`config.mk`:
```
export PLATFORM = sky130hd
export DESIGN_NAME = vga_timing_flat
export DESIGN_NICKNAME = d
export VERILOG_FILES = /design/src/rtl/vga_timing_pkg.sv /design/src/rtl/vga_timing_if.sv /design/src/rtl/vga_timing_pix_en_div.sv /design/src/rtl/vga_timing.sv /design/src/flat_wrapper.sv
export SDC_FILE = /design/constraint.sdc
export NUM_CORES = 1
export LEC_CHECK = 0
export CAP_MARGIN = 0
export CORE_ASPECT_RATIO = 1.2
export CORE_MARGIN = 2
export CORE_UTILIZATION = 55
export DETAILED_ROUTE_END_ITERATION = 10
export PLACE_DENSITY = 0.84
export SLEW_MARGIN = 20
export SYNTH_ARGS = -nofsm -noshare
export SYNTH_HDL_FRONTEND = slang
export SYNTH_SLANG_ARGS = --single-unit
```
`constraint.sdc`:
```
create_clock -name i_clk -period 5.4 [get_ports i_clk]
set_clock_uncertainty 0.1 [all_clocks]
set_input_delay 1.62 -clock i_clk [delete_from_list [all_inputs] [get_ports i_clk]]
set_output_delay 1.62 -clock i_clk [all_outputs]
set_load 0.03 [all_outputs]
```
`src/rtl/vga_timing_pkg.sv`:
```
// Timing constants and shared types for the 640x480@60 Hz raster generator.
// Also defines the horizontal phase enum used by the line FSM.
package vga_timing_pkg;

   localparam int POS_W = 10;

   localparam int VGA_H_VIS  = 640;
   localparam int VGA_H_FP   = 16;
   localparam int VGA_H_SYNC = 96;
   localparam int VGA_H_BP   = 48;
   localparam int VGA_V_VIS  = 480;
   localparam int VGA_V_FP   = 10;
   localparam int VGA_V_SYNC = 2;
   localparam int VGA_V_BP   = 33;

   localparam int VGA_H_TOTAL = VGA_H_VIS + VGA_H_FP + VGA_H_SYNC + VGA_H_BP;
   localparam int VGA_V_TOTAL = VGA_V_VIS + VGA_V_FP + VGA_V_SYNC + VGA_V_BP;

   typedef enum logic [1:0] {ACTIVE, FRONT, SYNC, BACK} h_phase_t;

endpackage

```
`src/rtl/vga_timing_if.sv`:
```
// Beam position / sync bundle from the timing generator to the renderers.
// VGA_FRAME_COUNT_EN adds frame_tick and frame_cnt.
interface vga_timing_if;
   import vga_timing_pkg::*;

   logic             pix_en;
   logic [POS_W-1:0] pos_h;
   logic [POS_W-1:0] pos_v;
   logic             blank;
   logic             hsync;
   logic             vsync;
`ifdef VGA_FRAME_COUNT_EN
   logic             frame_tick;
   logic [7:0]       frame_cnt;

   modport master (output pix_en, pos_h, pos_v, blank, hsync, vsync, frame_tick, frame_cnt);
   modport slave  (input  pix_en, pos_h, pos_v, blank, hsync, vsync, frame_tick, frame_cnt);
`else
   modport master (output pix_en, pos_h, pos_v, blank, hsync, vsync);
   modport slave  (input  pix_en, pos_h, pos_v, blank, hsync, vsync);
`endif

endinterface

```
`src/rtl/vga_timing_pix_en_div.sv`:
```
// Pixel-enable divider: one-clock strobe every PIX_DIV system clocks, first strobe PIX_DIV-1 clocks after reset.
// No backpressure; free-running, constant high when PIX_DIV==1.
module pix_en_div #(
   parameter int PIX_DIV = 4
) (
   input  logic i_clk,
   input  logic i_rst_n,
   output logic o_pix_en
);

   localparam logic [3:0] DIV_LAST = 4'(PIX_DIV - 1);

   logic [3:0] r_div_cnt;

   always_ff @(posedge i_clk) begin
      if (!i_rst_n) begin
         r_div_cnt <= '0;
      end else if (r_div_cnt == DIV_LAST) begin
         r_div_cnt <= '0;
      end else begin
         r_div_cnt <= r_div_cnt + 4'd1;
      end
   end

   assign o_pix_en = (r_div_cnt == DIV_LAST);

endmodule

```
`src/rtl/vga_timing.sv`:
```
// Raster timing generator: beam counters, line-phase FSM and registered sync/blank, zero lag to pos_h/pos_v.
// No backpressure; VGA_FRAME_COUNT_EN adds frame_tick/frame_cnt.
module vga_timing
   import vga_timing_pkg::*;
#(
   parameter int PIX_DIV = 4,
   parameter int H_VIS   = VGA_H_VIS,
   parameter int H_FP    = VGA_H_FP,
   parameter int H_SYNC  = VGA_H_SYNC,
   parameter int H_BP    = VGA_H_BP,
   parameter int V_VIS   = VGA_V_VIS,
   parameter int V_FP    = VGA_V_FP,
   parameter int V_SYNC  = VGA_V_SYNC,
   parameter int V_BP    = VGA_V_BP
) (
   input  logic i_clk,
   input  logic i_rst_n,
   vga_timing_if.master o_vga
);

   localparam int H_TOT = H_VIS + H_FP + H_SYNC + H_BP;
   localparam int V_TOT = V_VIS + V_FP + V_SYNC + V_BP;

   if (H_TOT > 1024 || V_TOT > 1024) begin : g_size_chk
      $error("vga_timing: line/frame total exceeds the 10-bit counter range");
   end
   if (PIX_DIV < 1 || PIX_DIV > 16) begin : g_div_chk
      $error("vga_timing: PIX_DIV must be 1..16");
   end

   localparam logic [POS_W-1:0] H_ACT_END   = 10'(H_VIS - 1);
   localparam logic [POS_W-1:0] H_FP_END    = 10'(H_VIS + H_FP - 1);
   localparam logic [POS_W-1:0] H_SYNC_END  = 10'(H_VIS + H_FP + H_SYNC - 1);
   localparam logic [POS_W-1:0] H_LAST      = 10'(H_TOT - 1);
   localparam logic [POS_W-1:0] V_VIS_L     = 10'(V_VIS);
   localparam logic [POS_W-1:0] V_SYNC_BEG  = 10'(V_VIS + V_FP);
   localparam logic [POS_W-1:0] V_SYNC_END  = 10'(V_VIS + V_FP + V_SYNC - 1);
   localparam logic [POS_W-1:0] V_LAST      = 10'(V_TOT - 1);

   logic             w_pix_en;
   logic             w_h_wrap;
   logic [POS_W-1:0] w_pos_h_nxt;
   logic [POS_W-1:0] w_pos_v_nxt;
   h_phase_t         w_h_phase_nxt;
   logic             w_hsync_nxt;
   logic             w_vsync_nxt;
   logic             w_blank_nxt;

   logic [POS_W-1:0] r_pos_h;
   logic [POS_W-1:0] r_pos_v;
   h_phase_t         r_h_phase;
   logic             r_hsync;
   logic             r_vsync;
   logic             r_blank;

   pix_en_div #(.PIX_DIV(PIX_DIV)) u_pix_en_div (
      .i_clk    (i_clk),
      .i_rst_n  (i_rst_n),
      .o_pix_en (w_pix_en)
   );

   always_ff @(posedge i_clk) begin
      if (!i_rst_n) begin
         r_pos_h   <= '0;
         r_pos_v   <= '0;
         r_h_phase <= ACTIVE;
         r_hsync   <= 1'b1;
         r_vsync   <= 1'b1;
         r_blank   <= 1'b0;
      end else begin
         r_pos_h   <= w_pos_h_nxt;
         r_pos_v   <= w_pos_v_nxt;
         r_h_phase <= w_h_phase_nxt;
         r_hsync   <= w_hsync_nxt;
         r_vsync   <= w_vsync_nxt;
         r_blank   <= w_blank_nxt;
      end
   end

   // Sync/blank are derived from the next-state values so the registers line up with pos_h/pos_v.
   always_comb begin
      w_h_wrap      = (r_pos_h == H_LAST);
      w_pos_h_nxt   = r_pos_h;
      w_pos_v_nxt   = r_pos_v;
      w_h_phase_nxt = r_h_phase;
      if (w_pix_en) begin
         w_pos_h_nxt = w_h_wrap ? '0 : r_pos_h + 10'd1;
         if (w_h_wrap) begin
            w_pos_v_nxt = (r_pos_v == V_LAST) ? '0 : r_pos_v + 10'd1;
         end
         case (r_h_phase)
            ACTIVE: if (r_pos_h == H_ACT_END)  w_h_phase_nxt = FRONT;
            FRONT:  if (r_pos_h == H_FP_END)   w_h_phase_nxt = SYNC;
            SYNC:   if (r_pos_h == H_SYNC_END) w_h_phase_nxt = BACK;
            BACK:   if (w_h_wrap)              w_h_phase_nxt = ACTIVE;
         endcase
      end
      w_hsync_nxt = (w_h_phase_nxt != SYNC);
      w_vsync_nxt = !((w_pos_v_nxt >= V_SYNC_BEG) && (w_pos_v_nxt <= V_SYNC_END));
      w_blank_nxt = (w_h_phase_nxt != ACTIVE) || (w_pos_v_nxt >= V_VIS_L);
   end

   assign o_vga.pix_en = w_pix_en;
   assign o_vga.pos_h  = r_pos_h;
   assign o_vga.pos_v  = r_pos_v;
   assign o_vga.blank  = r_blank;
   assign o_vga.hsync  = r_hsync;
   assign o_vga.vsync  = r_vsync;

`ifdef VGA_FRAME_COUNT_EN
   logic       w_frame_tick;
   logic [7:0] r_frame_cnt;

   assign w_frame_tick = w_pix_en && w_h_wrap && (r_pos_v == V_LAST);

   always_ff @(posedge i_clk) begin
      if (!i_rst_n) begin
         r_frame_cnt <= '0;
      end else if (w_frame_tick) begin
         r_frame_cnt <= r_frame_cnt + 8'd1;
      end
   end

   assign o_vga.frame_tick = w_frame_tick;
   assign o_vga.frame_cnt  = r_frame_cnt;
`endif

endmodule

```
`src/flat_wrapper.sv`:
```
// flat-port wrapper written by rule: the top's interface ports become plain ports
module vga_timing_flat import vga_timing_pkg::*;
#(
   parameter int PIX_DIV = 4,
   parameter int H_VIS   = VGA_H_VIS,
   parameter int H_FP    = VGA_H_FP,
   parameter int H_SYNC  = VGA_H_SYNC,
   parameter int H_BP    = VGA_H_BP,
   parameter int V_VIS   = VGA_V_VIS,
   parameter int V_FP    = VGA_V_FP,
   parameter int V_SYNC  = VGA_V_SYNC,
   parameter int V_BP    = VGA_V_BP
)
  (i_clk, i_rst_n, o_vga_pix_en, o_vga_pos_h, o_vga_pos_v, o_vga_blank, o_vga_hsync, o_vga_vsync);
  vga_timing_if o_vga_i ();
  input  logic i_clk;
  input  logic i_rst_n;
  output wire logic [$bits(o_vga_i.pix_en)-1:0] o_vga_pix_en;
  output wire logic [$bits(o_vga_i.pos_h)-1:0] o_vga_pos_h;
  output wire logic [$bits(o_vga_i.pos_v)-1:0] o_vga_pos_v;
  output wire logic [$bits(o_vga_i.blank)-1:0] o_vga_blank;
  output wire logic [$bits(o_vga_i.hsync)-1:0] o_vga_hsync;
  output wire logic [$bits(o_vga_i.vsync)-1:0] o_vga_vsync;
  assign o_vga_pix_en = o_vga_i.pix_en;
  assign o_vga_pos_h = o_vga_i.pos_h;
  assign o_vga_pos_v = o_vga_i.pos_v;
  assign o_vga_blank = o_vga_i.blank;
  assign o_vga_hsync = o_vga_i.hsync;
  assign o_vga_vsync = o_vga_i.vsync;
  vga_timing #(.PIX_DIV(PIX_DIV), .H_VIS(H_VIS), .H_FP(H_FP), .H_SYNC(H_SYNC), .H_BP(H_BP), .V_VIS(V_VIS), .V_FP(V_FP), .V_SYNC(V_SYNC), .V_BP(V_BP)) u_core (.i_clk(i_clk), .i_rst_n(i_rst_n), .o_vga(o_vga_i));
endmodule
```
==> key figures, run 1 <==
Synth
  • Syn_area_per_cell: slightly below 9 sq um
  • #FFs+latches synth: 29
  • Seq/Total Area, Yosys: between 40% and 50%
  • Gate Count Post-Synth: around 170
  • Count of cell types in the netlist: 44
  • Most numerous cell in the Yosys netlist: dfxtp_1
  • Ys flop type: dfxtp_1
  • Synth cell count leaders: 29 x dfxtp_1, 18 x nor2_1, 14 x nand2_1
  • Ys async rst share: 0%
  • Yosys warns: 0
  • Top-area cell type share of the netlist area: about two fifths
  • Post-Syn Area: between 0.001 and 0.0015 sq mm
  • Post-synth EDFFs: 0
  • Top cells by area, synth: dfxtp_1 40%, xor2_1 6.7%, nor2_1 4.7%, nand2_1 3.6%, ha_1 3.5%
  • Net Count, Synth: 171
  • Yosys top cell by area: dfxtp_1

STA
  • Final-report max-slew violation count: 0
  • Clock period minus worst slack: around 4.1 ns
  • Tcrit/Tclk final: 75.2%
  • Final setup fails: 0
  • RSZ-0062 raised after global routing: false
  • Max_slew headroom: about half
  • Worst slew pin tran: 0.764 ns
  • Hold_ws: a little under 0.4 ns
  • Setup TNS: 0 ns
  • Final hold viol count: 0
  • FMAX: between 0.2 and 0.25 GHz

Setup path
  • Worst Reg-to-Reg Cells: 6
  • R2r setup slk: 2.54 ns
  • Worst setup startpoint: u_core.u_pix_en_div.r_div_cnt[0]
  • Worst reg2reg startpoint: u_core.u_pix_en_div.r_div_cnt[0]
  • Crit path kind: reg2out
  • Critical Path Fanout Max: 9
  • Reg-to-reg endpoint: u_core.o_vga.vsync
  • Worst path required time: between 3 and 4 ns
  • Crit. End Element: output port
  • Worst EP arrival: between 2 and 2.5 ns
  • Worst setup SP type: flop
  • Crit path to: o_vga_pix_en

Floorplan
  • Std cell rows: 20
  • Initial Util: between 50% and 60%
  • Die width: between 50 and 60 microns
  • Die area: about 0.0031 sq mm
  • Core area: between 0.002 and 0.003 sq mm
  • IO Pins: 26
  • Die Ht: ~60 microns

Global routing
  • Vias in the first global route: 1286
  • Initial antenna violation count: 0
  • Overall Global Routing Usage: between 20% and 30%
  • Global-route wire length before repair: ~5.5 mm
  • Largest net degree at the start of global routing: 11
  • Overflow after GRT: 0

Placed design
  • Dpl hpwl: approximately 2.4 mm
  • Buffers on Ports: 25
  • Placer Congestion: between 0.8 and 0.9

Finish
  • ANT cells: 0
  • Nets: between 150 and 200
  • Area Overhead vs Synth: 21.4%
  • Share of layout cells above drive strength 1: 8.38%

Power and ir drop
  • Maximum VDD drop: 0.000179 V
  • Clock group share of total power: a little over a third
  • Sw Ratio: a little under a quarter
  • Pwr Density: between 200 and 250 mW/mm^2
  • Gate power share: 4.6%
  • Switch Pwr: 84.6 uW
  • P_leak: between 0.5 and 0.6 nW
  • Pint: 284 uW
  • Sequential power share: between 50% and 60%

Clock tree
  • Root buffer cell: clkbuf_4
  • CTS Buf Count: 5
  • Worst-path clk slew: 0.09 ns
  • Clock sink count: 29
  • Post-CTS setup repair buffer count: 0
  • Clock Path Buffers: 2
  • H-tree levels: 2
  • Cts hold-fix bufs: 0
  • CTS tree: done
  • CTS-repair resized insts: 0
  • Skew-Pair Late Insertion Delay: 0.32 ns

Job
  • Max_cap viols: 0

Outcome
  • Status: complete, no violations

Drt
  • DRT antenna net count: 0
  • Vias/cell: approximately 5.8
  • Post-route DRC: 0
  • Final wirelength: around 3.3 mm
  • Initial DRC count: 20
  • Per-cell routed wire length: between 10 and 15 microns
  • Via count: ~1300
  • Drt pass-1 iters: 4

Min path
  • Min-Delay Path Class: reg2reg
## critical path, stage by stage (launching register included)
cell	delay, ns
dfxtp_1	0.37
ha_1	0.19
or3b_1	0.50
clkinv_1	0.24
clkdlybuf4s50_1	0.71
## registers in the layout, summed over array words and instances (netlist names)
register	cells
u_core.o_vga.vsync	1
u_core.o_vga.pos_v	10
u_core.o_vga.hsync	1
u_core.r_h_phase	2
u_core.o_vga.blank	1
u_core.u_pix_en_div.r_div_cnt	4
u_core.o_vga.pos_h	10
## per-stage QoR
stage / total power, mW / instances / setup slack [ns] / instance area [sq um] / util [%]
6_report: 0.368 / 224 / 1.34 / 1750 / 70.0
5_1_grt: 0.380 / 224 / 1.20 / 1750 / 70.0
4_1_cts: 0.370 / 224 / 1.35 / 1750 / 70.0
3_5_place_dp: 0.240 / 217 / 1.73 / 1700 / 67.8
3_3_place_gp: 0.239 / 217 / 1.79 / 1700 / 67.8
2_1_floorplan: 0.235 / 165 / 2.48 / 1440 / -
## placed cells by master, fill, tap and decap left out, drive strengths merged, types with 2 or more instances in the layout
cell	instances
dfxtp	29
or4	2
o21ai	6
nor2	18
xor2	11
nand2	14
nand4	8
and3	6
a21oi	8
clkinv	2
nand3b	3
nand4b	2
inv	4
or3	4
nor3	5
clkdlybuf4s50	25
clkbuf	7
or3b	2
xnor2	5
a2111oi	2
ha	4
nand3	8
## kinds of logic after synthesis
kind of cell               synth area share, %
muxes                                    0.781
adders and majority gates                 3.47
AOI/OAI and AO/OA                         10.7
DFF                                       40.2
xor gates and xnor gates                  9.71
buffers and inverters                     4.16
and+or+nand+nor                           31.0
## power groups by stage
stage / Clock [mW] / Combinational [mW] / Sequential [mW]
after floorplan: 0 / 0.0103 / 0.224
final: 0.133 / 0.0168 / 0.219
after CTS: 0.135 / 0.0167 / 0.219
after detailed placement: 0 / 0.0164 / 0.224
after global placement: 0 / 0.0161 / 0.223
after global routing: 0.143 / 0.0183 / 0.219
## routing by layer
metal,global-route usage [%],up-vias,share of wire [%]
li1,-,637,-
met1,25.9,602,42
met2,43.2,40,50
met3,6.00,11,4.3
met4,17.0,0,3.6
met5,0,-,0
## worst min-delay path by stage
stage / from / end / slack [ns] / depth (start not counted)
floorplan: u_core.u_pix_en_div.r_div_cnt[0] / u_core.u_pix_en_div.r_div_cnt[0] / 0.33 / 1
global placement: u_core.u_pix_en_div.r_div_cnt[0] / u_core.u_pix_en_div.r_div_cnt[0] / 0.35 / 1
detailed placement: u_core.u_pix_en_div.r_div_cnt[0] / u_core.u_pix_en_div.r_div_cnt[0] / 0.39 / 1
CTS: u_core.u_pix_en_div.r_div_cnt[0] / u_core.u_pix_en_div.r_div_cnt[0] / 0.40 / 1
global route: u_core.u_pix_en_div.r_div_cnt[2] / u_core.u_pix_en_div.r_div_cnt[2] / 0.43 / 2
finish: u_core.u_pix_en_div.r_div_cnt[0] / u_core.u_pix_en_div.r_div_cnt[0] / 0.40 / 1
## final cells by class
class | instances | area [sq um]
clock buffer | 7 | 55.1
sequential | 29 | 581
tap | 33 | 41.3
multi-input combinational | 124 | 802
fill | 203 | 751
inverter | 6 | 22.5
timing repair buffer | 25 | 250
(Power assumes the default switching activity.)
==> run 2: changes to the inputs <==
--- a/config.mk
+++ b/config.mk
@@ -8,9 +8,9 @@
 export CAP_MARGIN = 0
 export CORE_ASPECT_RATIO = 1.2
 export CORE_MARGIN = 2
-export CORE_UTILIZATION = 55
+export CORE_UTILIZATION = 51
 export DETAILED_ROUTE_END_ITERATION = 10
-export PLACE_DENSITY = 0.84
+export PLACE_DENSITY = 0.79
 export SLEW_MARGIN = 20
 export SYNTH_ARGS = -nofsm -noshare
 export SYNTH_HDL_FRONTEND = slang
==> constraint.sdc (replaced) <==
create_clock -name i_clk -period 4.2 [get_ports i_clk]
set_clock_uncertainty 0.1 [all_clocks]
set_input_delay 1.26 -clock i_clk [delete_from_list [all_inputs] [get_ports i_clk]]
set_output_delay 1.26 -clock i_clk [all_outputs]
set_load 0.03 [all_outputs]
==> run 2 against run 1 <==
  * Non-clock buffer count stayed put
  * Sequential power is 28% higher
  * Clock-buffer cell count stayed put
  * Core utilization is 5.3 points lower
  * Global-route usage is 2.7 points lower
  * Combinational power is 27% higher
  * Flip-flop and latch count stayed put
  * Final cell count is 0.89% higher
  * Sequential share of layout area is 0.31 points lower
  * Via count is 1.5% higher
  * Register-to-register slack worse by 1.2 ns
==> key figures, run 2 (synthesis gave the netlist of run 1 again) <==
Setup path
  • Worst Reg-to-Reg Cells: 6 (unchanged)
  • R2r setup slk: 1.31 ns (-1.23 ns)
  • Worst setup startpoint: u_core.u_pix_en_div.r_div_cnt[0]
  • Critical Path Fanout Max: 9 (unchanged)
  • Crit path kind: reg2out
  • Worst path required time: 2.84 ns (-0.84 ns)
  • Crit. End Element: output port
  • Reg-to-reg endpoint: u_core.o_vga.vsync
  • Worst reg2reg startpoint: u_core.u_pix_en_div.r_div_cnt[0]
  • Crit path to: o_vga_pix_en
  • Worst EP arrival: 2.33 ns (about the same)
  • Worst setup SP type: flop

Global routing
  • Overall Global Routing Usage: 22.0% (-2.7 points)
  • Global-route wire length before repair: 5.40 mm (-2.1%)
  • Overflow after GRT: 0 (unchanged)
  • Largest net degree at the start of global routing: 11 (unchanged)
  • Vias in the first global route: 1175 (-8.6%)
  • Initial antenna violation count: 0 (unchanged)

STA
  • Worst slew pin tran: 0.819 ns (+0.0551 ns)
  • Final-report max-slew violation count: 0 (unchanged)
  • Max_slew headroom: 45.0% (-3.7 points)
  • FMAX: around 0.27 GHz
  • RSZ-0062 raised after global routing: false
  • Tcrit/Tclk final: 87.8%
  • Setup TNS: 0 ns (unchanged)
  • Final WS setup: 0.514 ns (-0.825 ns)
  • Final hold viol count: 0 (unchanged)
  • Final setup fails: 0 (unchanged)
  • Clock period minus worst slack: about 3.7 ns

Clock tree
  • Worst-path clk slew: 0.09 ns (about the same)
  • Skew-Pair Late Insertion Delay: 0.33 ns (about the same)
  • Cts hold-fix bufs: 0 (unchanged)
  • H-tree levels: 2 (unchanged)
  • CTS tree: done
  • CTS Buf Count: 5 (unchanged)
  • Root buffer cell: clkbuf_4
  • Post-CTS setup repair buffer count: 0 (unchanged)
  • Clock sink count: 29 (unchanged)
  • Clock Path Buffers: 2 (unchanged)
  • CTS-repair resized insts: 0 (unchanged)

Floorplan
  • Die Ht: 62.3 microns (+3.6%)
  • Die area: 0.00327 sq mm (+7.3%)
  • Die width: 52.6 microns (+3.5%)
  • Initial Util: 52.8% (-4.9 points)
  • Std cell rows: 21 (+5.0%)
  • Core area: 0.00273 sq mm (+9.2%)
  • IO Pins: 26 (unchanged)

Placed design
  • Buffers on Ports: 25 (unchanged)
  • Pre-CTS WS: 0.884 ns (-0.849 ns)
  • Dpl hpwl: 2.36 mm (-2.5%)
  • Placed cells: 218 (+0.46%)
  • Placer Congestion: 0.786 (-6.0%)

Finish
  • Fillers: 257 (+27%)
  • Fin util: 64.7% (-5.3 points)
  • Commonest cells after routing, fill and taps aside: 29 x dfxtp_1, 25 x clkdlybuf4s50_1, 18 x nor2_1, 14 x nand2_1, 11 x xor2_1
  • Share of layout cells above drive strength 1: 9.38% (+1.0 points)
  • Area Overhead vs Synth: 22.6%
  • Non-filler cells in the finished layout: 226 (+0.89%)
  • Nets: 197 (unchanged)
  • ANT cells: 0 (unchanged)
  • Commonest non-fill, non-tap cell in the layout: dfxtp_1

Outcome
  • Status: complete, no violations

Job
  • Max_cap viols: 0 (unchanged)

Drt
  • Vias/cell: 5.79 (+0.57%)
  • Post-route DRC: 0 (unchanged)
  • Drt pass-1 iters: 4 (unchanged)
  • Final wirelength: 3.36 mm (+1.9%)
  • DRT antenna net count: 0 (unchanged)
  • Via count: 1309 (+1.5%)
  • Per-cell routed wire length: 14.9 microns (+0.95%)
  • Initial DRC count: 44 (+120%)

Power and ir drop
  • Maximum VDD drop: 0.000272 V (+51%)
  • P_leak: 0.603 nW (+1.7%)
  • Design Power: 498 uW (+35%)
  • Pwr Density: 282 mW/mm^2 (+34%)

Min path
  • Min-Delay Path Class: reg2reg
run 2: changes by cell type in the layout (fill, tap and decap cells not counted), sizes merged:
cell / delta
clkinv: +1
run 2: how the worst min path moves through the flow:
stage / start / end / slack (ns) / cells after the start
finish: u_core.u_pix_en_div.r_div_cnt[0] / u_core.u_pix_en_div.r_div_cnt[0] / 0.39 / 1
global route: u_core.u_pix_en_div.r_div_cnt[0] / u_core.u_pix_en_div.r_div_cnt[0] / 0.41 / 1
CTS: u_core.u_pix_en_div.r_div_cnt[0] / u_core.u_pix_en_div.r_div_cnt[0] / 0.39 / 1
detailed placement: u_core.u_pix_en_div.r_div_cnt[0] / u_core.u_pix_en_div.r_div_cnt[0] / 0.37 / 1
global placement: u_core.u_pix_en_div.r_div_cnt[0] / u_core.u_pix_en_div.r_div_cnt[0] / 0.35 / 1
floorplan: u_core.u_pix_en_div.r_div_cnt[0] / u_core.u_pix_en_div.r_div_cnt[0] / 0.33 / 1
run 2: critical path, stage by stage (launching register included):
cell and delay (ns):
dfxtp_1 0.38, ha_1 0.19, or3b_1 0.50, clkinv_1 0.21, clkdlybuf4s50_1 0.71
run 2: power breakdown:
part,internal (mW),leakage (nW),switching (mW)
sequential,0.278,0.234,0.00307
combinational,0.00760,0.328,0.0138
clock,0.0969,0.0413,0.0983
run 2: cell type report:
cell class                 count  area [sq um]  area share (%)
sequential                    29           581            32.8
tap                           34          42.5            2.41
timing repair buffer          25           250            14.2
clock buffer                   7          65.1            3.68
clock inverter                 1          5.00           0.283
multi-input combinational    124           802            45.4
inverter                       6          22.5            1.27
run 2: per-stage QoR:
step	hold slack, ns	area [sq um]
after floorplan	0.333	1440
after global placement	0.349	1700
after detailed placement	0.375	1700
after CTS	0.387	1770
after global routing	0.412	1770
final	0.395	1770
run 2: per-layer routing:
metal | track usage (%) | wire (microns) | part of all wire, %
met5 | 0 | 0 | 0
met4 | 7.69 | 54 | 1.6
met3 | 7.93 | 203 | 6.0
met2 | 38.4 | 1760 | 52
met1 | 23.4 | 1340 | 40
==> run 3: changes to the inputs <==
--- a/config.mk
+++ b/config.mk
@@ -5,12 +5,12 @@
 export SDC_FILE = /design/constraint.sdc
 export NUM_CORES = 1
 export LEC_CHECK = 0
-export CAP_MARGIN = 0
+export CAP_MARGIN = 20
 export CORE_ASPECT_RATIO = 1.2
 export CORE_MARGIN = 2
-export CORE_UTILIZATION = 51
+export CORE_UTILIZATION = 47
 export DETAILED_ROUTE_END_ITERATION = 10
-export PLACE_DENSITY = 0.79
+export PLACE_DENSITY = 0.74
 export SLEW_MARGIN = 20
 export SYNTH_ARGS = -nofsm -noshare
 export SYNTH_HDL_FRONTEND = slang
==> run 3 against run 2 <==
  * Clock power shrank 16%
  * First-iteration DRC count shrank 20%
  * Hold slack lost 0.020 ns
  * Register-to-register slack lost 0.06 ns
  * Clock-buffer cell count grew 1
  * Setup slack gained 0.044 ns
  * Flip-flop and latch count is the same
  * Non-clock buffer count is the same
  * Die area grew 7.9%
  * Sequential power is essentially flat
  * Core utilization shrank 6.4 points
  * Critical endpoint unchanged
==> key figures, run 3 (synthesis gave the netlist of run 1 again) <==
Finish
  • Commonest cells after routing, fill and taps aside: 29 x dfxtp_1, 25 x clkdlybuf4s50_1, 18 x nor2_1, 14 x nand2_1, 11 x xor2_1
  • Commonest non-fill, non-tap cell in the layout: dfxtp_1
  • ANT cells: 0 (unchanged)
  • Cell area after layout: 0.00175 sq mm (-1.1%)
  • Non-filler cells in the finished layout: 228 (+0.88%)
  • Area Overhead vs Synth: 21.2%
  • Share of layout cells above drive strength 1: 7.81% (-1.6 points)
  • Nets: 197 (unchanged)

Global routing
  • Met2 usage: 36.7% (-1.7 points)
  • Vias in the first global route: 1245 (+6.0%)
  • Met1 Use GR: 22.0% (-1.4 points)
  • Global-route wire length before repair: 5.46 mm (+1.3%)
  • Overflow after GRT: 0 (unchanged)
  • Overall Global Routing Usage: 21.3% (-0.64 points)
  • Gr busiest metal: met2
  • Global Route met3 Usage: 6.91% (-1.0 points)
  • Initial antenna violation count: 0 (unchanged)
  • Largest net degree at the start of global routing: 11 (unchanged)

Drt
  • Drt pass-1 iters: 4 (unchanged)
  • Final wirelength: 3.36 mm (+0.15%)
  • DRT antenna net count: 0 (unchanged)
  • Per-cell routed wire length: 14.8 microns (-0.73%)
  • Via count: 1365 (+4.3%)
  • Post-route DRC: 0 (unchanged)
  • Initial DRC count: 35 (-20%)
  • Vias/cell: 5.99 (+3.4%)

Setup path
  • Worst path required time: 2.84 ns (about the same)
  • Crit. End Element: output port
  • Worst setup SP type: flop
  • Crit path kind: reg2out
  • Worst EP arrival: 2.28 ns (-0.05 ns)
  • Critical Path Fanout Max: 9 (unchanged)

STA
  • Max_slew headroom: 47.2% (+2.2 points)
  • Tcrit/Tclk final: 86.7% (-1.0 points)
  • Final hold viol count: 0 (unchanged)
  • FMAX: 0.275 GHz (+1.2%)
  • Clock period minus worst slack: 3.64 ns (-0.0436 ns)
  • RSZ-0062 raised after global routing: false
  • Final-report max-slew violation count: 0 (unchanged)
  • Setup TNS: 0 ns (unchanged)
  • Final setup fails: 0 (unchanged)
  • Worst slew pin tran: 0.786 ns (-0.0328 ns)

Floorplan
  • Die area: 0.00353 sq mm (+7.9%)
  • Initial Util: 48.1% (-4.7 points)
  • Die width: 54.6 microns (+3.9%)
  • Die Ht: 64.7 microns (+3.9%)
  • IO Pins: 26 (unchanged)
  • Core area: 0.00300 sq mm (+9.8%)
  • Std cell rows: 22 (+4.8%)

Power and ir drop
  • P_leak: 0.588 nW (-2.4%)
  • Maximum VDD drop: 0.000219 V (-19%)
  • Design Power: 465 uW (-6.6%)
  • Pwr Density: 266 mW/mm^2 (-5.6%)

Placed design
  • Placer Congestion: 0.841 (+7.0%)
  • Placed cells: 220 (+0.92%)
  • Dpl hpwl: 2.41 mm (+2.0%)
  • Placed Area: 0.00170 sq mm (+0.15%)
  • Buffers on Ports: 25 (unchanged)

Clock tree
  • Post-CTS setup repair buffer count: 0 (unchanged)
  • Clock sink count: 29 (unchanged)
  • CTS Buf Count: 5 (unchanged)
  • Cts hold-fix bufs: 0 (unchanged)
  • H-tree levels: 2 (unchanged)
  • Worst-path clk slew: 0.08 ns (about the same)
  • CTS-repair resized insts: 0 (unchanged)
  • Clock Path Buffers: 2 (unchanged)
  • Skew-Pair Late Insertion Delay: 0.33 ns (about the same)
  • Root buffer cell: clkbuf_4
  • CTS tree: done

Min path
  • Min-Delay Path Class: reg2reg

Outcome
  • Status: complete, no violations

Job
  • Max_cap viols: 0 (unchanged)
==> run 3: final timing paths <==
path / startpoint / end / slack, ns / cells past startpoint
max: u_core.u_pix_en_div.r_div_cnt[0] / o_vga_pix_en / 0.56 / 4
min: u_core.u_pix_en_div.r_div_cnt[0] / u_core.u_pix_en_div.r_div_cnt[0] / 0.37 / 1
max reg2reg: u_core.u_pix_en_div.r_div_cnt[0] / u_core.o_vga.vsync / 1.25 / 6
min reg2reg: u_core.u_pix_en_div.r_div_cnt[0] / u_core.u_pix_en_div.r_div_cnt[0] / 0.37 / 1
==> run 3: per-stage QoR <==
stage	util [%]	hold WS [ns]	setup WS [ns]
after floorplan	-	0.333	1.50
after global placement	56.7	0.347	0.962
after detailed placement	56.7	0.360	0.913
after CTS	58.3	0.373	0.537
after global routing	58.3	0.393	0.447
final	58.3	0.375	0.558
==> run 3: where the power goes <==
| group | internal, mW | switching, mW | leakage [nW] |
|---|---|---|---|
| clock | 0.0666 | 0.0963 | 0.0265 |
| combinational | 0.00759 | 0.0135 | 0.328 |
| sequential | 0.278 | 0.00268 | 0.234 |
| total | 0.352 | 0.113 | 0.588 |
==> run 3: final cells by class <==
cell class / count / area, sq um
timing repair buffer: 25 / 250
multi-input combinational: 124 / 802
fill: 288 / 1250
tap: 36 / 45.0
clock buffer: 8 / 48.8
sequential: 29 / 581
inverter: 6 / 22.5
==> run 3: critical path, cell delays in order (launching register included) <==
cell and delay, ns:
dfxtp_1 0.37, ha_1 0.19, or3b_1 0.50, clkinv_1 0.20, clkdlybuf4s50_1 0.70
==> run 3: metal layers <==
layer,wire length (microns),vias to the layer above
li1,-,643
met1,1330,647
met2,1680,65
met3,264,10
met4,90,0
met5,0,-
